===== src/rtl/aes_key_expansion_if.sv =====
// Block handshake plus key ROM, S-box ROM and round-key memory ports of the AES-128 key expansion.
// master = the expansion engine, slave = the surrounding memories/controller.
interface aes_key_expansion_if;
  logic       ap_start;
  logic       ap_done;
  logic       ap_idle;
  logic       ap_ready;
  logic [4:0] key_address0;
  logic       key_ce0;
  logic [31:0] key_q0;
  logic [7:0] sbox_address0;
  logic       sbox_ce0;
  logic [7:0] sbox_q0;
  logic [8:0] word1_address0;
  logic       word1_ce0;
  logic       word1_we0;
  logic [7:0] word1_d0;

  modport master (
    input  ap_start, key_q0, sbox_q0,
    output ap_done, ap_idle, ap_ready,
    output key_address0, key_ce0, sbox_address0, sbox_ce0,
    output word1_address0, word1_ce0, word1_we0, word1_d0
  );

  modport slave (
    output ap_start, key_q0, sbox_q0,
    input  ap_done, ap_idle, ap_ready,
    input  key_address0, key_ce0, sbox_address0, sbox_ce0,
    input  word1_address0, word1_ce0, word1_we0, word1_d0
  );
endinterface


===== src/rtl/aes_key_expansion.sv =====
// AES-128 key schedule writer: streams the cipher key in, expands it to 44 columns and writes every
// byte of the schedule once into the round-key memory at row*ROW_STRIDE + col.
module aes_key_expansion #(
  parameter int NK         = 4,
  parameter int NR         = 10,
  parameter int ROW_STRIDE = 120
) (
  input  logic ap_clk,
  input  logic ap_rst,
  aes_key_expansion_if.master bus
);
  localparam int NCOL = 4 * (NR + 1);
  localparam logic [4:0] LOAD_LAST = 5'(4 * NK);
  localparam logic [5:0] COL_LAST  = 6'(NCOL - 1);
  localparam logic [5:0] COL_FIRST = 6'(NK);

  typedef enum logic [2:0] {IDLE, LOAD, SUB, WR, DONE} state_t;

  state_t                 state;
  logic [4:0]             cnt;      // LOAD 0..16, SUB 0..4, WR row 0..3
  logic [5:0]             col;      // column j being produced
  logic [7:0]             rcon;
  logic [3:0][3:0][7:0]   win;      // win[0] = column j-4 .. win[3] = column j-1
  logic [3:0][7:0]        sub_col;  // SubWord(RotWord(temp)) ^ rcon
  logic [3:0][7:0]        temp;
  logic [3:0]             lk;
  logic                   key_hi_unused;

  assign lk            = cnt[3:0] - 4'd1;
  assign temp          = (col[1:0] == 2'd0) ? sub_col : win[3];
  assign key_hi_unused = ^bus.key_q0[31:8];

  function automatic logic [8:0] waddr(input logic [1:0] r, input logic [5:0] c);
    return 9'(r) * 9'(ROW_STRIDE) + 9'(c);
  endfunction

  always_ff @(posedge ap_clk) begin
    if (ap_rst) begin
      state   <= IDLE;
      cnt     <= '0;
      col     <= '0;
      rcon    <= 8'h01;
      win     <= '0;
      sub_col <= '0;
    end else begin
      case (state)
        IDLE: if (bus.ap_start) begin
          state <= LOAD;
          cnt   <= '0;
          col   <= COL_FIRST;
          rcon  <= 8'h01;
        end
        LOAD: begin
          if (cnt != 5'd0) win[lk[3:2]][lk[1:0]] <= bus.key_q0[7:0];
          if (cnt == LOAD_LAST) begin
            state <= SUB;
            cnt   <= '0;
          end else cnt <= cnt + 5'd1;
        end
        SUB: begin
          // first captured byte is S(temp[1]), the one that carries rcon
          if (cnt != 5'd0) sub_col[lk[1:0]] <= (cnt == 5'd1) ? (bus.sbox_q0 ^ rcon) : bus.sbox_q0;
          if (cnt == 5'd4) begin
            state <= WR;
            cnt   <= '0;
          end else cnt <= cnt + 5'd1;
        end
        WR: begin
          if (cnt == 5'd3) begin
            win <= {win[0] ^ temp, win[3], win[2], win[1]};
            if (col[1:0] == 2'd0) rcon <= {rcon[6:0], 1'b0} ^ (rcon[7] ? 8'h1b : 8'h00);
            cnt <= '0;
            if (col == COL_LAST) state <= DONE;
            else begin
              col   <= col + 6'd1;
              state <= (col[1:0] == 2'd3) ? SUB : WR;
            end
          end else cnt <= cnt + 5'd1;
        end
        DONE:    state <= IDLE;
        default: state <= IDLE;
      endcase
    end
  end

  // Memory-side strobes decode straight from registered state; key data passes through in the
  // cycle it returns from the ROM.
  always_comb begin
    bus.key_ce0        = (state == LOAD) && (cnt < LOAD_LAST);
    bus.key_address0   = cnt;
    bus.sbox_ce0       = (state == SUB) && (cnt < 5'd4);
    bus.sbox_address0  = win[3][cnt[1:0] + 2'd1];
    bus.word1_ce0      = 1'b0;
    bus.word1_we0      = 1'b0;
    bus.word1_address0 = '0;
    bus.word1_d0       = '0;
    if (state == LOAD && cnt != 5'd0) begin
      bus.word1_ce0      = 1'b1;
      bus.word1_we0      = 1'b1;
      bus.word1_address0 = waddr(lk[1:0], {4'd0, lk[3:2]});
      bus.word1_d0       = bus.key_q0[7:0];
    end else if (state == WR) begin
      bus.word1_ce0      = 1'b1;
      bus.word1_we0      = 1'b1;
      bus.word1_address0 = waddr(cnt[1:0], col);
      bus.word1_d0       = win[0][cnt[1:0]] ^ temp[cnt[1:0]];
    end
  end

  assign bus.ap_done  = (state == DONE);
  assign bus.ap_ready = (state == DONE);
  assign bus.ap_idle  = (state == IDLE) && !bus.ap_start;
endmodule


===== src/flat_wrapper.sv =====
// flat-port wrapper written by rule: the top's interface ports become plain ports
module aes_key_expansion_flat 
#(
  parameter int NK         = 4,
  parameter int NR         = 10,
  parameter int ROW_STRIDE = 120
)
  (ap_clk, ap_rst, bus_ap_start, bus_key_q0, bus_sbox_q0, bus_ap_done, bus_ap_idle, bus_ap_ready, bus_key_address0, bus_key_ce0, bus_sbox_address0, bus_sbox_ce0, bus_word1_address0, bus_word1_ce0, bus_word1_we0, bus_word1_d0);
  aes_key_expansion_if bus_i ();
  input  logic ap_clk;
  input  logic ap_rst;
  input wire logic [$bits(bus_i.ap_start)-1:0] bus_ap_start;
  input wire logic [$bits(bus_i.key_q0)-1:0] bus_key_q0;
  input wire logic [$bits(bus_i.sbox_q0)-1:0] bus_sbox_q0;
  output wire logic [$bits(bus_i.ap_done)-1:0] bus_ap_done;
  output wire logic [$bits(bus_i.ap_idle)-1:0] bus_ap_idle;
  output wire logic [$bits(bus_i.ap_ready)-1:0] bus_ap_ready;
  output wire logic [$bits(bus_i.key_address0)-1:0] bus_key_address0;
  output wire logic [$bits(bus_i.key_ce0)-1:0] bus_key_ce0;
  output wire logic [$bits(bus_i.sbox_address0)-1:0] bus_sbox_address0;
  output wire logic [$bits(bus_i.sbox_ce0)-1:0] bus_sbox_ce0;
  output wire logic [$bits(bus_i.word1_address0)-1:0] bus_word1_address0;
  output wire logic [$bits(bus_i.word1_ce0)-1:0] bus_word1_ce0;
  output wire logic [$bits(bus_i.word1_we0)-1:0] bus_word1_we0;
  output wire logic [$bits(bus_i.word1_d0)-1:0] bus_word1_d0;
  assign bus_i.ap_start = bus_ap_start;
  assign bus_i.key_q0 = bus_key_q0;
  assign bus_i.sbox_q0 = bus_sbox_q0;
  assign bus_ap_done = bus_i.ap_done;
  assign bus_ap_idle = bus_i.ap_idle;
  assign bus_ap_ready = bus_i.ap_ready;
  assign bus_key_address0 = bus_i.key_address0;
  assign bus_key_ce0 = bus_i.key_ce0;
  assign bus_sbox_address0 = bus_i.sbox_address0;
  assign bus_sbox_ce0 = bus_i.sbox_ce0;
  assign bus_word1_address0 = bus_i.word1_address0;
  assign bus_word1_ce0 = bus_i.word1_ce0;
  assign bus_word1_we0 = bus_i.word1_we0;
  assign bus_word1_d0 = bus_i.word1_d0;
  aes_key_expansion #(.NK(NK), .NR(NR), .ROW_STRIDE(ROW_STRIDE)) u_core (.ap_clk(ap_clk), .ap_rst(ap_rst), .bus(bus_i));
endmodule

===== config.mk =====
export PLATFORM = sky130hd
export DESIGN_NAME = aes_key_expansion_flat
export DESIGN_NICKNAME = d
export VERILOG_FILES = /design/src/rtl/aes_key_expansion_if.sv /design/src/rtl/aes_key_expansion.sv /design/src/flat_wrapper.sv
export SDC_FILE = /design/constraint.sdc
export NUM_CORES = 1
export LEC_CHECK = 0
export ABC_AREA = 1
export BUFFER_PORTS_ARGS = -buffer_cell sky130_fd_sc_hd__buf_2
export CAP_MARGIN = 20
export CELL_PAD_IN_SITES_DETAIL_PLACEMENT = 1
export CELL_PAD_IN_SITES_GLOBAL_PLACEMENT = 1
export CORE_UTILIZATION = 43
export CTS_CLUSTER_SIZE = 8
export DETAILED_ROUTE_END_ITERATION = 12
export GPL_TIMING_DRIVEN = 0
export MAX_ROUTING_LAYER = met4
export PLACE_DENSITY_LB_ADDON = 0.1
export SYNTH_ARGS = -nofsm -noshare
export SYNTH_HDL_FRONTEND = slang
export SYNTH_SLANG_ARGS = --single-unit

===== constraint.sdc =====
create_clock -name ap_clk -period 3.6 [get_ports ap_clk]
set_input_delay 0.54 -clock ap_clk [delete_from_list [all_inputs] [get_ports ap_clk]]
set_output_delay 0.54 -clock ap_clk [all_outputs]
set_load 0.1 [all_outputs]

Yosys cells after proc, flatten, opt, wreduce, memory -nomap -nowiden:

Cells that the tools add are included.

* input bits: 43
* logic and storage cells: 124
* memories kept: 0
* output and inout bits: 37
* flip-flop bits (word level): 182
* ROM bits: 0
* latch bits: 0
* bits in writable memories: 0

* divide/modulo/power cells: 0
* multiply operators: 2
* order comparisons: 8
* $add $sub $neg: 6
* multiplexer cells: 44
* bitwise gates (word level): 4
* shift-type cells: 0
* reductions and logical operators: 19
* equality and inequality tests: 17

Operators with widths (count)
* $mux W128: 2
* $pmux W128 S2: 1
* $bwmux W128: 1
* $mux W8: 10
* $demux W32 S2: 1
* $mux W32: 2
* $bmux W8 S2: 3
* $bwmux W32: 1
* $xor A32 B32 Y32: 1
* $mux W5: 5
* $xor A8 B8 Y8: 3
* $pmux W5 S4: 1
* $mux W6: 3
* $mux W9: 2
* $demux W8 S2: 1
* $pmux W8 S2: 1
* $mux W3: 5
* $lt A2 B3 Y1 const B: 4
* $mul A2 B4 Y6 const B: 2
* $pmux W3 S4: 1
* $pmux W6 S2: 1
* $reduce_and A4 Y1: 3
* $ne A2 B1 Y1 const B: 5
* $add A9 B2 Y9: 1
* 28 further kinds: 40

Depth between registers and ports, before layout:

* word-level depth: 10
* mapped depth: 16
* depth with buffers taken out: 11

Worst setup path before layout:

No wires, ideal clock.

* kind: register to output
* start point: register u_core.cnt[0], in the netlist u_core.bus.key_address0[0]
* end point: output bus_word1_address0[4]
* setup slack: -1982 ps
* arrival: 5042 ps
* stages on the path, launching flop included: 9
* required time: 3060 ps
* buffers on the path: 3
* path through: dfxtp_1 > inv_1 > clkbuf_1 > clkbuf_1 > ha_1 > inv_1 > buf_1 > fa_1 > o21ai_0

* word-level cells in the longest chain between the ends: 4
* elaborated cells on any way between the ends: 9
* those cells by class: 3 x add/sub; 2 x mul; 2 x mux; 2 x reduce/logical

Ends and longest elaborated chain
* start, declared: RTL line aes_key_expansion.sv:20 `logic [4:0] cnt;`
* start signal, assigned: RTL line aes_key_expansion.sv:58 `end else cnt <= cnt + 5'd1;`
* start signal, assigned: RTL line aes_key_expansion.sv:66 `end else cnt <= cnt + 5'd1;`
* start signal, assigned: RTL line aes_key_expansion.sv:78 `end else cnt <= cnt + 5'd1;`
* $sub A4 B1 Y4 or $mul A2 B4 Y6 (tied branches): RTL line aes_key_expansion.sv:29, aes_key_expansion.sv:34
* $mul A2 B4 Y6 or $add A9 B6 Y9 (tied branches): RTL line aes_key_expansion.sv:34 `return 9'(r) * 9'(ROW_STRIDE) + 9'(c);`
* $add A9 B2 Y9 or $mux W9 (tied branches): RTL line aes_key_expansion.sv:34, aes_key_expansion.sv:102
* $mux W9 *: RTL line aes_key_expansion.sv:97 `if (state == LOAD && cnt != 5'd0) begin`
* end, declared: RTL line flat_wrapper.sv:22 `output wire logic [$bits(bus_i.word1_address0)-1:0] bus_word1_address0;`

Mark *: on every way between the ends. The rest lies on a longest branch, timed or not.

Final worst setup path:

* start point: register u_core.state[1]
* end point: output bus_word1_address0[3]

* word-level cells in the longest chain between the ends: 3
* elaborated cells on any way between the ends: 5
* those cells by class: 2 x eq/ne; 2 x mux; 1 x reduce/logical

Ends and longest elaborated chain
* start, declared: RTL line aes_key_expansion.sv:19 `state_t state;`
* start signal, assigned: RTL line aes_key_expansion.sv:76 `state <= (col[1:0] == 2'd3) ? SUB : WR;`
* $eq A3 B2 Y1 or $eq A3 B1 Y1 (tied branches): RTL line aes_key_expansion.sv:102, aes_key_expansion.sv:97
* $mux W9 or $logic_and A1 B1 Y1 (tied branches): RTL line aes_key_expansion.sv:102, aes_key_expansion.sv:97
* $mux W9 *: RTL line aes_key_expansion.sv:97

Marked as above.

==> results.py <==
metrics = {
    "run_status": {
        "status": "complete, no violations",
    },
    "yosys": {
        "synth_seq_area_share_pct": 33.7,
        "synth_largest_area_cell": "dfxtp_1",
        "synth_nets": 1813,
        "synth_common_cells": "nand2_1 (548), nor2_1 (247), dfxtp_1 (182), a21oi_1 (140), inv_1 (130)",
        "synth_area_leaders": "dfxtp_1 (34%), nand2_1 (19%), nor2_1 (8.6%), a21oi_1 (6.5%), o21ai_0 (5.7%)",
        "synth_area_per_cell_um2": 6.15,
        "syn-cell-area_um2": 10800,
        "ys_seq_elements": 182,
        "synthCells": 1757,
        "synth.most_common_cell": "nand2_1",
        "ys_warn_count": 0,
        "synth_cell_types": 39,
        "netlist.area_leader.share_pct": 33.7,
        "synth_edf_count": 0,
        "synthArstFlopShare_pct": 0,
        "synth_top_flop_cell": "dfxtp_1",
    },
    "worst_setup_path": {
        "path_class": "reg2out",
        "r2r-end": "u_core.sub_col[22]",
        "arrival_ns": 2.93,
        "crit_fanout": 10,
        "slowest_stage": "buf_2",
        "r2r-start": "u_core.bus.key_address0[1]",
        "crit_chain": "buf_2, nand3_2, inv_2, buf_2, buf_2, a21oi_1, a21oi_2, buf_2",
        "crit_start": "u_core.state[1]",
        "cp_num_buf_inv": 5,
        "cp_common_cell": "buf_2",
        "critPathLaunchType": "flop",
        "crit_family": "buffers and inverters",
        "endpoint": "bus_word1_address0[3]",
        "worst-r2r-cell-count": 8,
        "end_kind": "primary output",
        "cp.depth": 8,
        "r2r_slack_ns": 0.62,
        "worst_ep_required_time_ns": 3.06,
        "slowest_delay_ns": 0.45,
    },
    "global_routing": {
        "grt_overflow": 0,
        "grt_usage_pct": 39.1,
        "grt_pass1_vias": 12100,
        "grt_max_degree": 20,
        "grt_pass1_wl_um": 72800,
        "antenna_found_initial": 1,
    },
    "clock_tree": {
        "ctsLongestPathBuffers": 2,
        "clock_sinks": 182,
        "cts.clk_slew.worst_paths_ns": 0.08,
        "insertion_delay_ns": 0.46,
        "ctsHoldBuffers": 0,
        "cts.htree.levels": 4,
        "cts_tree": "done",
        "cts_buffers": 17,
        "ctsRootBufferMaster": "clkbuf_16",
    },
    "timing": {
        "worst_pin_slew_ns": 0.999,
        "clock_skew_ns": 0.0176,
        "hold_violations": 0,
        "slew_headroom_pct": 33.4,
        "finalSetupViolations": 0,
        "rsz0062_at_grt": "false",
        "max_freq_mhz": 288,
        "min_period_over_period_pct": 96.5,
        "drv_slew": 0,
        "setup_ws_ns": 0.126,
        "min_period_ns": 3.47,
    },
    "placed_design": {
        "pre_cts_ws_ns": -0.807,
        "dp_cells": 2135,
        "place_area_um2": 11600,
        "numPortBuffers": 54,
        "dp_hpwl_um": 36900,
        "gp_congestion": 0.968,
    },
    "hold_path": {
        "min_path_type": "reg2reg",
    },
    "floorplan": {
        "fp.dieArea_um2": 25800,
        "core_region_area_um2": 24500,
        "die_h_um": 160,
        "io_pins": 80,
        "start_util_pct": 44.1,
        "rows": 57,
        "die_w_um": 160,
    },
    "layout": {
        "nets": 1884,
        "fin_util_pct": 50.1,
        "syn2layout_area_growth_pct": 13.6,
        "drive_gt1_share_pct": 10.7,
        "post-route-cell-area_um2": 12300,
        "fill_cells": 3386,
        "final_cells": 2168,
    },
    "detailed_routing": {
        "drc": 0,
        "drt-total-wl_um": 48600,
        "ant_nets": 0,
        "dr.pass1.iters": 5,
        "drtIter0Drc": 1304,
        "num_vias": 12500,
        "wire_per_inst_um": 22.4,
        "vias_per_cell": 5.78,
    },
    "power_and_ir_drop": {
        "vdd_drop_max_mv": 0.735,
        "pwr-share-comb_pct": 49.1,
        "powerDensity_nw_per_um2": 672,
        "total_leakage_power_nw": 5.64,
        "power_mw": 8.24,
        "clockPowerShare_pct": 23.6,
        "internal_power_mw": 3.89,
        "power_switching_mw": 4.35,
        "pwr-share-seq_pct": 27.3,
        "swShare_pct": 52.8,
    },
    "run": {
        "timing.max_cap.violations": 0,
    },
}
## power by group through the flow
stage	logic [mW]	registers, mW	clock network, mW
final	4.05	2.25	1.94
after global routing	4.27	2.26	2.02
after CTS	3.95	2.24	1.95
after detailed placement	3.85	2.30	0
after global placement	3.79	2.30	0
after floorplan	2.65	2.31	0
## what timing repair did
item	4_1_cts	5_1_grt
endpoints found under the setup margin	24	13
gates cloned	0	0
endpoints found under the hold margin	0	0
setup buffers	2	0
resized for setup	30	22
pin swaps	1	1
## per-layer routing
| layer | vias up | wire length, µm | GRT usage (%) | share of wire [%] |
|---|---|---|---|---|
| met5 | - | 0 | - | 0 |
| met4 | 0 | 2150 | 17.4 | 4.4 |
| met3 | 106 | 4090 | 7.33 | 8.4 |
| met2 | 542 | 21400 | 59.4 | 44 |
| met1 | 6124 | 20900 | 50.3 | 43 |
| li1 | 5756 | - | - | - |
## cells in the final DEF (no fill, tap or decap), types with 17 or more instances in the layout
cell type	synthesis	layout
inv_1	130	128
nand3_1	101	100
clkbuf_16	0	17
buf_4	9	20
a21oi_1	140	130
clkbuf_1	53	41
nand3b_1	57	57
nor2_1	247	246
nand2_1	548	548
o21ai_0	124	119
nand4_1	25	25
buf_2	36	78
dfxtp_1	182	179
## registers in the layout, indices dropped and copies added (netlist names)
register / count
u_core.win: 128
u_core.rcon: 8
u_core.bus.key_address0: 5
u_core.state: 3
u_core.sub_col: 32
u_core.col: 6
## worst min path at each step
stage                       startpoint                  to  slack, ns  cells past startpoint
floorplan               u_core.win[32]      u_core.win[32]       0.44                      2
global placement        u_core.win[51]      u_core.win[51]       0.45                      2
detailed placement  u_core.sub_col[19]  u_core.sub_col[19]       0.46                      2
CTS                 u_core.sub_col[19]  u_core.sub_col[19]       0.47                      2
global route        u_core.sub_col[19]  u_core.sub_col[19]       0.49                      2
finish              u_core.sub_col[19]  u_core.sub_col[19]       0.47                      2
## cells by family (layout without fill, tap and decap cells)
kind of cell / count (synthesis) / count (layout) / synth area share [%]
and+or+nand+nor: 1003 / 1003 / 39.4
AOI/OAI and AO/OA: 286 / 286 / 13.7
buffers and inverters: 247 / 331 / 9.48
DFF: 182 / 182 / 33.7
xor gates and xnor gates: 26 / 26 / 2.11
adders and majority gates: 13 / 13 / 1.58
other: 0 / 3 / 0
## layout make-up
class	instances	area (µm²)	share of cell area [%]
Buffer	103	509	4.15
Clock inverter	14	161	1.32
Inverter	140	532	4.33
Timing Repair Buffer	56	338	2.75
Tap cell	324	405	3.30
Sequential cell	182	3650	29.8
Multi-Input combinational cell	1328	6230	50.8
Antenna cell	3	7.51	0.0612
Clock buffer	18	429	3.50
## tightest hold or removal path, stage by stage (launching register included)
cell and delay, ns:
dfxtp_1 0.32, nand2_1 0.06, a21oi_1 0.05
## metrics by stage
step	hold slack, ns	TNS [ns]
floorplan	0.441	-0.813
global placement	0.454	-3.85
detailed placement	0.458	-4.14
CTS	0.472	-0.00702
global route	0.488	0
finish	0.471	0
Power figures use the tool's default switching activity.
